**src/rtl/sound_arbiter.sv**
```systemverilog
// sound_arbiter
// Arbitrates three sound sources (alarm > jingle > click) onto one piezo.
// Ports:
//   clk        system clock
//   rst        synchronous active-high reset
//   req_alarm  level request; alarm loops tone/silence while held
//   req_jingle one-cycle pulse; three-note jingle (buffered one-deep during alarm)
//   req_click  one-cycle pulse; short click (dropped unless idle)
//   mute       level; forces piezo_out low without affecting sequencing
//   piezo_out  square wave to the piezo
//   grant      current owner: 00 none, 01 click, 10 jingle, 11 alarm
//   busy       high whenever a sound owns the output
//   done       one-cycle pulse when a click or jingle completes normally
module sound_arbiter #(
    parameter int MS_DIV   = 50000,
    parameter int HP_CLICK = 12500,
    parameter int HP_ALARM = 25000,
    parameter int HP_J0    = 47801,
    parameter int HP_J1    = 37936,
    parameter int HP_J2    = 31888
) (
    input  logic       clk,
    input  logic       rst,
    input  logic       req_alarm,
    input  logic       req_jingle,
    input  logic       req_click,
    input  logic       mute,
    output logic       piezo_out,
    output logic [1:0] grant,
    output logic       busy,
    output logic       done
);
    localparam int            PW         = (MS_DIV > 1) ? $clog2(MS_DIV) : 1;
    localparam logic [PW-1:0] PRESC_LAST = PW'(MS_DIV - 1);
    localparam logic [7:0]    MS_CLICK   = 8'd20;
    localparam logic [7:0]    MS_NOTE    = 8'd150;
    localparam logic [7:0]    MS_GAP     = 8'd10;
    localparam logic [7:0]    MS_ALARM   = 8'd100;

    typedef enum logic [2:0] {IDLE, CLICK, JNOTE, JGAP, ALM_ON, ALM_OFF} state_t;

    state_t        state_reg, state_next;
    logic [PW-1:0] presc_reg;
    logic [7:0]    ms_reg;
    logic [15:0]   hp_cnt_reg;
    logic          tone_reg;
    logic [1:0]    note_reg, note_next;
    logic          pending_reg, pending_next;
    logic          done_reg, done_next;
    logic [1:0]    grant_reg, grant_next;

    logic [7:0]    dur_ms;
    logic [15:0]   hp_sel;
    logic          sounding;
    logic          time_up;

    // Jingle note half-period table; entry 3 is never selected and mirrors note 2.
    logic [15:0] note_hp [4];
    genvar gi;
    generate
        for (gi = 0; gi < 4; gi++) begin : g_note_hp
            localparam int HP = (gi == 0) ? HP_J0 : (gi == 1) ? HP_J1 : HP_J2;
            assign note_hp[gi] = 16'(HP);
        end
    endgenerate

    // Per-state duration and tone selection.
    always_comb begin
        dur_ms   = MS_CLICK;
        hp_sel   = 16'(HP_CLICK);
        sounding = 1'b0;
        case (state_reg)
            CLICK: begin
                dur_ms   = MS_CLICK;
                hp_sel   = 16'(HP_CLICK);
                sounding = 1'b1;
            end
            JNOTE: begin
                dur_ms   = MS_NOTE;
                hp_sel   = note_hp[note_reg];
                sounding = 1'b1;
            end
            JGAP:    dur_ms = MS_GAP;
            ALM_ON: begin
                dur_ms   = MS_ALARM;
                hp_sel   = 16'(HP_ALARM);
                sounding = 1'b1;
            end
            ALM_OFF: dur_ms = MS_ALARM;
            default: ;
        endcase
    end

    // Last clock of the current state's N ms window.
    assign time_up = (presc_reg == PRESC_LAST) && (ms_reg == dur_ms - 8'd1);

    always_comb begin
        state_next   = state_reg;
        note_next    = note_reg;
        pending_next = pending_reg;
        done_next    = 1'b0;
        case (state_reg)
            IDLE: begin
                if (req_alarm) begin
                    state_next = ALM_ON;
                end else if (req_jingle || pending_reg) begin
                    state_next   = JNOTE;
                    note_next    = 2'd0;
                    pending_next = 1'b0;
                end else if (req_click) begin
                    state_next = CLICK;
                end
            end
            CLICK: begin
                if (req_alarm) begin
                    state_next = ALM_ON;
                end else if (req_jingle) begin
                    state_next = JNOTE;
                    note_next  = 2'd0;
                end else if (time_up) begin
                    state_next = IDLE;
                    done_next  = 1'b1;
                end
            end
            JNOTE: begin
                if (req_alarm) begin
                    state_next = ALM_ON;
                end else if (time_up) begin
                    if (note_reg == 2'd2) begin
                        state_next = IDLE;
                        done_next  = 1'b1;
                    end else begin
                        state_next = JGAP;
                    end
                end
            end
            JGAP: begin
                if (req_alarm) begin
                    state_next = ALM_ON;
                end else if (time_up) begin
                    state_next = JNOTE;
                    note_next  = note_reg + 2'd1;
                end
            end
            ALM_ON, ALM_OFF: begin
                // A jingle requested during the alarm waits in a one-deep buffer.
                if (req_jingle) begin
                    pending_next = 1'b1;
                end
                if (!req_alarm) begin
                    state_next = IDLE;
                end else if (time_up) begin
                    state_next = (state_reg == ALM_ON) ? ALM_OFF : ALM_ON;
                end
            end
            default: state_next = IDLE;
        endcase
    end

    always_comb begin
        case (state_next)
            CLICK:           grant_next = 2'b01;
            JNOTE, JGAP:     grant_next = 2'b10;
            ALM_ON, ALM_OFF: grant_next = 2'b11;
            default:         grant_next = 2'b00;
        endcase
    end

    always_ff @(posedge clk) begin
        if (rst) begin
            state_reg   <= IDLE;
            note_reg    <= 2'd0;
            pending_reg <= 1'b0;
            done_reg    <= 1'b0;
            grant_reg   <= 2'b00;
            presc_reg   <= '0;
            ms_reg      <= 8'd0;
            hp_cnt_reg  <= 16'd0;
            tone_reg    <= 1'b0;
        end else begin
            state_reg   <= state_next;
            note_reg    <= note_next;
            pending_reg <= pending_next;
            done_reg    <= done_next;
            grant_reg   <= grant_next;
            // Every state entry restarts both the ms timer and the tone phase.
            if (state_next != state_reg || state_reg == IDLE) begin
                presc_reg  <= '0;
                ms_reg     <= 8'd0;
                hp_cnt_reg <= 16'd0;
                tone_reg   <= 1'b0;
            end else begin
                if (presc_reg == PRESC_LAST) begin
                    presc_reg <= '0;
                    ms_reg    <= ms_reg + 8'd1;
                end else begin
                    presc_reg <= presc_reg + PW'(1);
                end
                if (sounding) begin
                    if (hp_cnt_reg == hp_sel - 16'd1) begin
                        hp_cnt_reg <= 16'd0;
                        tone_reg   <= ~tone_reg;
                    end else begin
                        hp_cnt_reg <= hp_cnt_reg + 16'd1;
                    end
                end
            end
        end
    end

    // Mute only gates the output; the tone keeps running underneath.
    assign piezo_out = tone_reg & ~mute;
    assign grant     = grant_reg;
    assign busy      = (state_reg != IDLE);
    assign done      = done_reg;

endmodule

```
**config.mk**
```make
export PLATFORM = sky130hd
export DESIGN_NAME = sound_arbiter
export DESIGN_NICKNAME = d
export VERILOG_FILES = /design/src/rtl/sound_arbiter.sv
export SDC_FILE = /design/constraint.sdc
export NUM_CORES = 1
export LEC_CHECK = 0
export CAP_MARGIN = 20
export CORE_ASPECT_RATIO = 0.75
export CORE_MARGIN = 8
export CORE_UTILIZATION = 57
export CTS_BUF_LIST = sky130_fd_sc_hd__clkbuf_8
export DETAILED_ROUTE_END_ITERATION = 8
export PLACE_DENSITY_LB_ADDON = 0.1
export RECOVER_POWER = 50
export SKIP_CTS_REPAIR_TIMING = 1
export SLEW_MARGIN = 20
export SYNTH_ARGS = -nofsm -noshare
export SYNTH_HDL_FRONTEND = slang
export SYNTH_SLANG_ARGS = --single-unit
```
**constraint.sdc**
```tcl
create_clock -name clk -period 3.8 [get_ports clk]
set_clock_uncertainty 0.2 [all_clocks]
set_input_delay 0.57 -clock clk [delete_from_list [all_inputs] [get_ports clk]]
set_output_delay 0.57 -clock clk [all_outputs]
set_load 0.01 [all_outputs]
```
### After elaboration in Yosys (flattened, before gate mapping)

Index checks and enable logic that the tools add are counted.

* bits in registers: 50
* input bits: 6
* output and inout bits: 5
* word-level logic and storage cells: 99

* $add $sub $neg: 6
* $lt $le $gt $ge: 1
* equality and inequality tests: 22
* muxes and demuxes: 41
* bitwise gates (word level): 4
* reductions and logical operators: 16

Operators with widths (number)
* 2-to-1 mux 16 bit: 3
* 2-to-1 mux 3 bit: 12
* adder 16 x 1 -> 16 bit, second input constant: 2
* binary-select mux 16 bit (select 2 bit): 1
* case mux 16 bit (2 select lines): 1
* case mux 8 bit (3 select lines): 1
* equality test 16 bit: 1
* equality test 16 bit, second input constant: 1
* subtractor 16 x 1 -> 16 bit, second input constant: 1
* case mux 3 bit (5 select lines): 1
* 2-to-1 mux 2 bit: 7
* equality test 3 x 2 -> 1 bit, second input constant: 4
* equality test 3 bit, second input constant: 4
* != test 2 bit, second input constant: 6
* case mux 2 bit (3 select lines): 2
* 2-to-1 mux 1 bit: 11
* adder 8 x 1 -> 8 bit, second input constant: 1
* equality test 8 bit: 1
* OR reduction 2 bit: 4
* subtractor 8 x 1 -> 8 bit, second input constant: 1
* AND reduction 7 bit: 1
* equality test 3 x 1 -> 1 bit, second input constant: 2
* nonzero test 3 bit: 2
* OR reduction 3 bit: 2
* 15 further kinds: 18

### Logic depth before layout (Yosys ltp)

* word-level depth: 13
* depth in mapped cells: 13
* gate-level depth less buffers: 9

### Least setup slack after synthesis

No wires, ideal clock.

* path kind: register to register
* start point: register state_reg[1]
* end point: register presc_reg[14]
* library setup time: 0.074 ns
* data arrival time: 3.316 ns
* data required time: 3.526 ns
* path slack: 0.211 ns
* cell stages (with the launch flop): 13
* path buffers: 3
* clock period less this slack: 3.589 ns
* cells stage by stage: dfxtp_1 > clkbuf_1 > inv_1 > ha_1 > nand4b_1 > xnor2_1 > mux2_2 > or4_4 > o211ai_1 > or3b_1 > buf_2 > buf_6 > nor3_2

* word-level cells in the longest chain between the ends: 13
* elaborated cells between the ends (all ways): 28
* classes of those cells: 1 x add/sub; 7 x eq/ne; 15 x mux; 5 x reduce/logical

RTL lines
* start: declaration: RTL line 42 `state_t state_reg, state_next;`
* start signal: assignment: RTL line 181 `state_reg <= state_next;`
* equality test 3 bit, on equally long branches: RTL line 72, 102, 153
* OR reduction 2 bit (no line)
* case mux 8 bit (3 select lines): RTL line 72 `case (state_reg)`
* subtractor 8 x 1 -> 8 bit: RTL line 95 `assign time_up = (presc_reg == PRESC_LAST) && (ms_reg == dur_ms - 8'd1);`
* equality test 8 bit: RTL line 95
* logical AND 1 bit: RTL line 95
* 2-to-1 mux 3 bit: RTL line 120 `end else if (time_up) begin`
* 2-to-1 mux 3 bit: RTL line 117 `end else if (req_jingle) begin`
* 2-to-1 mux 3 bit: RTL line 115 `if (req_alarm) begin`
* case mux 3 bit (5 select lines): RTL line 102 `case (state_reg)`
* != test 3 bit: RTL line 187 `if (state_next != state_reg || state_reg == IDLE) begin`
* logical OR 1 bit *: RTL line 187
* OR reduction 3 bit (no line) *
* end signal: assignment: RTL line 197 `presc_reg <= presc_reg + PW'(1);`
* end: declaration: RTL line 43 `logic [PW-1:0] presc_reg;`

Mark *: on every way between the ends. The rest lies on a longest branch, timed or not.
A chain may end at the register's enable or synchronous reset.

### Worst setup path after layout

* start point: register state_reg[2]
* end point: register presc_reg[3]

Same word-level chain as after synthesis.

==> qor.yml <==
status:
  status: "finished clean"
pwr:
  seq_power_share_pct: 51.6
  p_sw_mw: 0.243
  clockPowerShare_pct: 36.8
  power_mw: 1.03
  ir_drop_mv: 0.150
  pwr-share-comb_pct: 11.6
  leakage_nw: 1.06
  p_per_area_nw_per_um2: 316
  p_int_mw: 0.786
  switching_share_pct: 23.6
clock_network:
  worst_skew_pair.late_latency_ns: 0.30
  cts_root_buf: "clkbuf_8"
  ctsHtreeMaxLevel: 2
  cts_tree: "yes"
  clock_sinks: 50
  cts_inserted_buffers: 5
  path_clk_slew_ns: 0.08
  clockBufferDepth: 2
drt:
  drtIter0Drc: 173
  via_per_inst: 5.69
  ant_nets: 0
  vias: 2557
  firstDrtPassIters: 5
  routed_wl_um: 6280
  wl_per_cell_um: 14.0
  drc: 0
worst_setup_path:
  crit_arrival_ns: 3.51
  worstPathCellList: "inv_1 -> ha_1 -> nand4b_1 -> xnor2_1 -> mux2_1 -> or4_1 -> o211ai_1 -> or3b_1 -> buf_4 -> nor3_1"
  crit_type: "register to register"
  worst_setup_path_end_kind: "register"
  crit_family: "simple AND/OR/NAND/NOR gates"
  crit_buf_inv: 2
  start_kind: "register"
  crit_fanout: 25
  crit_required_ns: 3.83
  cp_slowest_cell: "or4_1"
  slowest_delay_ns: 0.60
die:
  die_x_um: 99.8
  die_h_um: 78.9
  initial_core_util_pct: 57.7
  ioPinCount: 11
  rows: 23
  core_sq_um: 5210
  die-area_sq_um: 7870
timing:
  fin_crit_ns: 3.48
  period_share_pct: 91.6
  tightest_slew_ns: 0.682
  final-setup-viol-count: 0
  maxSlewViolCount: 0
  slew_headroom_pct: 54.5
  clock.fmax_mhz: 287
  fin_tns_setup_ns: 0
  hold_viol: 0
  rsz0062_at_grt: "false"
place:
  hpwl_um: 4560
  port_buffers: 10
  gp_congestion: 0.814
global_route:
  grt_overflow: 0
  grt_max_degree: 26
  grt_pass1_vias: 2267
  antenna_found_initial: 0
  grt_first_pass_wirelength_um: 10700
  grtUsageTotal_pct: 16.4
synth:
  synth-edff-count: 0
  syn_area_sq_um: 3000
  syn-num-nets: 388
  synth_top_family_by_area: "simple AND/OR/NAND/NOR gates"
  synth-seq-cells: 50
  async_flop_share_pct: 0
  avgSynthCellArea_sq_um: 8.07
  synth_compound_area_share_pct: 10.8
  yosys_most_used_dff: "dfxtp_1"
  synth_simple_gate_area_share_pct: 32.8
  yosys.area_share.xor_xnor_pct: 12.2
  synthAdderAreaFrac_pct: 4.17
  synthCells: 372
  yosysWarnings: 0
  synth-seq-area-share_pct: 33.3
  synth.distinct_cells: 54
  synthMuxAreaShare_pct: 2.04
worst_hold_path:
  worstHoldPathType: "register to register"
run:
  maxCapViolations: 0
layout:
  drive_gt1_share_pct: 5.61
  fillCellCount: 478
  diodes: 0
  multi_input_area_sq_um: 1860
  seq_area_sq_um: 1000
  finalNetCount: 390
  areaGrowthSynthToFinish_pct: 8.29
Yosys cell counts, drive strengths merged (6+ instances only):
cell type / instances / area, sq um
nand3: 15 / 75.1
and3: 10 / 62.6
o21ai: 8 / 40.0
buf: 9 / 47.5
nand4: 15 / 93.8
a21oi: 19 / 95.1
nand2b: 7 / 43.8
nor2: 58 / 218
nand2: 19 / 71.3
clkbuf: 12 / 45.0
ha: 10 / 125
dfxtp: 50 / 1000
nor4: 6 / 37.5
inv: 12 / 45.0
xnor2: 24 / 210
nor3: 18 / 110
xor2: 18 / 158
routing by layer:
metal,global-route usage (%),part of all wire [%]
met3,3.41,5.2
met4,5.57,0.94
met5,0,0
met2,23.6,42
met1,23.5,52
area by class of cell:
type,instances,area share [%]
well taps,75,2.89
multi-input cells,289,57.2
inverters,12,1.39
clock inverters,1,0.923
flip-flops and latches,50,30.8
repair buffers,16,4.27
clock buffers,6,2.54
cells in the final DEF (no fill, tap or decap), types with 4 or more instances in the layout:
cell              n
nand4_1          15
a21oi_1          19
nor3_2            4
mux2i_1           5
nor3_1           14
nand2b_1          7
nor4bb_1          4
nand2_1          19
clkdlybuf4s50_1   5
dfxtp_1          50
xnor2_1          24
xor2_1           18
o21ai_0           8
ha_1             10
dlygate4sd3_1     5
nor4_1            6
clkbuf_8          6
buf_4             4
nor2_1           58
nand3_1          15
nor2b_1           4
and3_1           10
inv_1            12
logic make-up after synthesis:
logic type	Yosys count
AOI/OAI and AO/OA	51
and+or+nand+nor	180
buffers and inverters	33
muxes	6
DFF	50
adders and majority gates	10
xor gates and xnor gates	42
worst paths after layout:
check | from | endpoint | depth (start not counted) | slack, ns
setup / recovery | state_reg[2] | presc_reg[3] | 10 | 0.32
hold / removal | presc_reg[0] | presc_reg[0] | 1 | 0.29
setup reg to reg | state_reg[2] | presc_reg[3] | 10 | 0.32
hold reg to reg | presc_reg[0] | presc_reg[0] | 1 | 0.29
stage by stage:
| step | hold WS (ns) | util, % | area [sq um] | setup slack [ns] | std cells |
|---|---|---|---|---|---|
| after floorplan | 0.251 | - | 3000 | 0.211 | 372 |
| after global placement | 0.277 | 60.5 | 3150 | 0.537 | 442 |
| after detailed placement | 0.281 | 60.5 | 3150 | 0.453 | 442 |
| after CTS | 0.294 | 62.6 | 3260 | 0.378 | 449 |
| after global routing | 0.322 | 62.4 | 3250 | 0.131 | 449 |
| final | 0.291 | 62.4 | 3250 | 0.320 | 449 |
power groups by stage:
stage	clock network [mW]	registers (mW)	logic [mW]
final	0.379	0.531	0.119
after detailed placement	0	0.543	0.119
after CTS	0.389	0.531	0.120
after global routing	0.410	0.532	0.132
after global placement	0	0.543	0.118
after floorplan	0	0.545	0.0849
(Power assumes the default switching activity.)
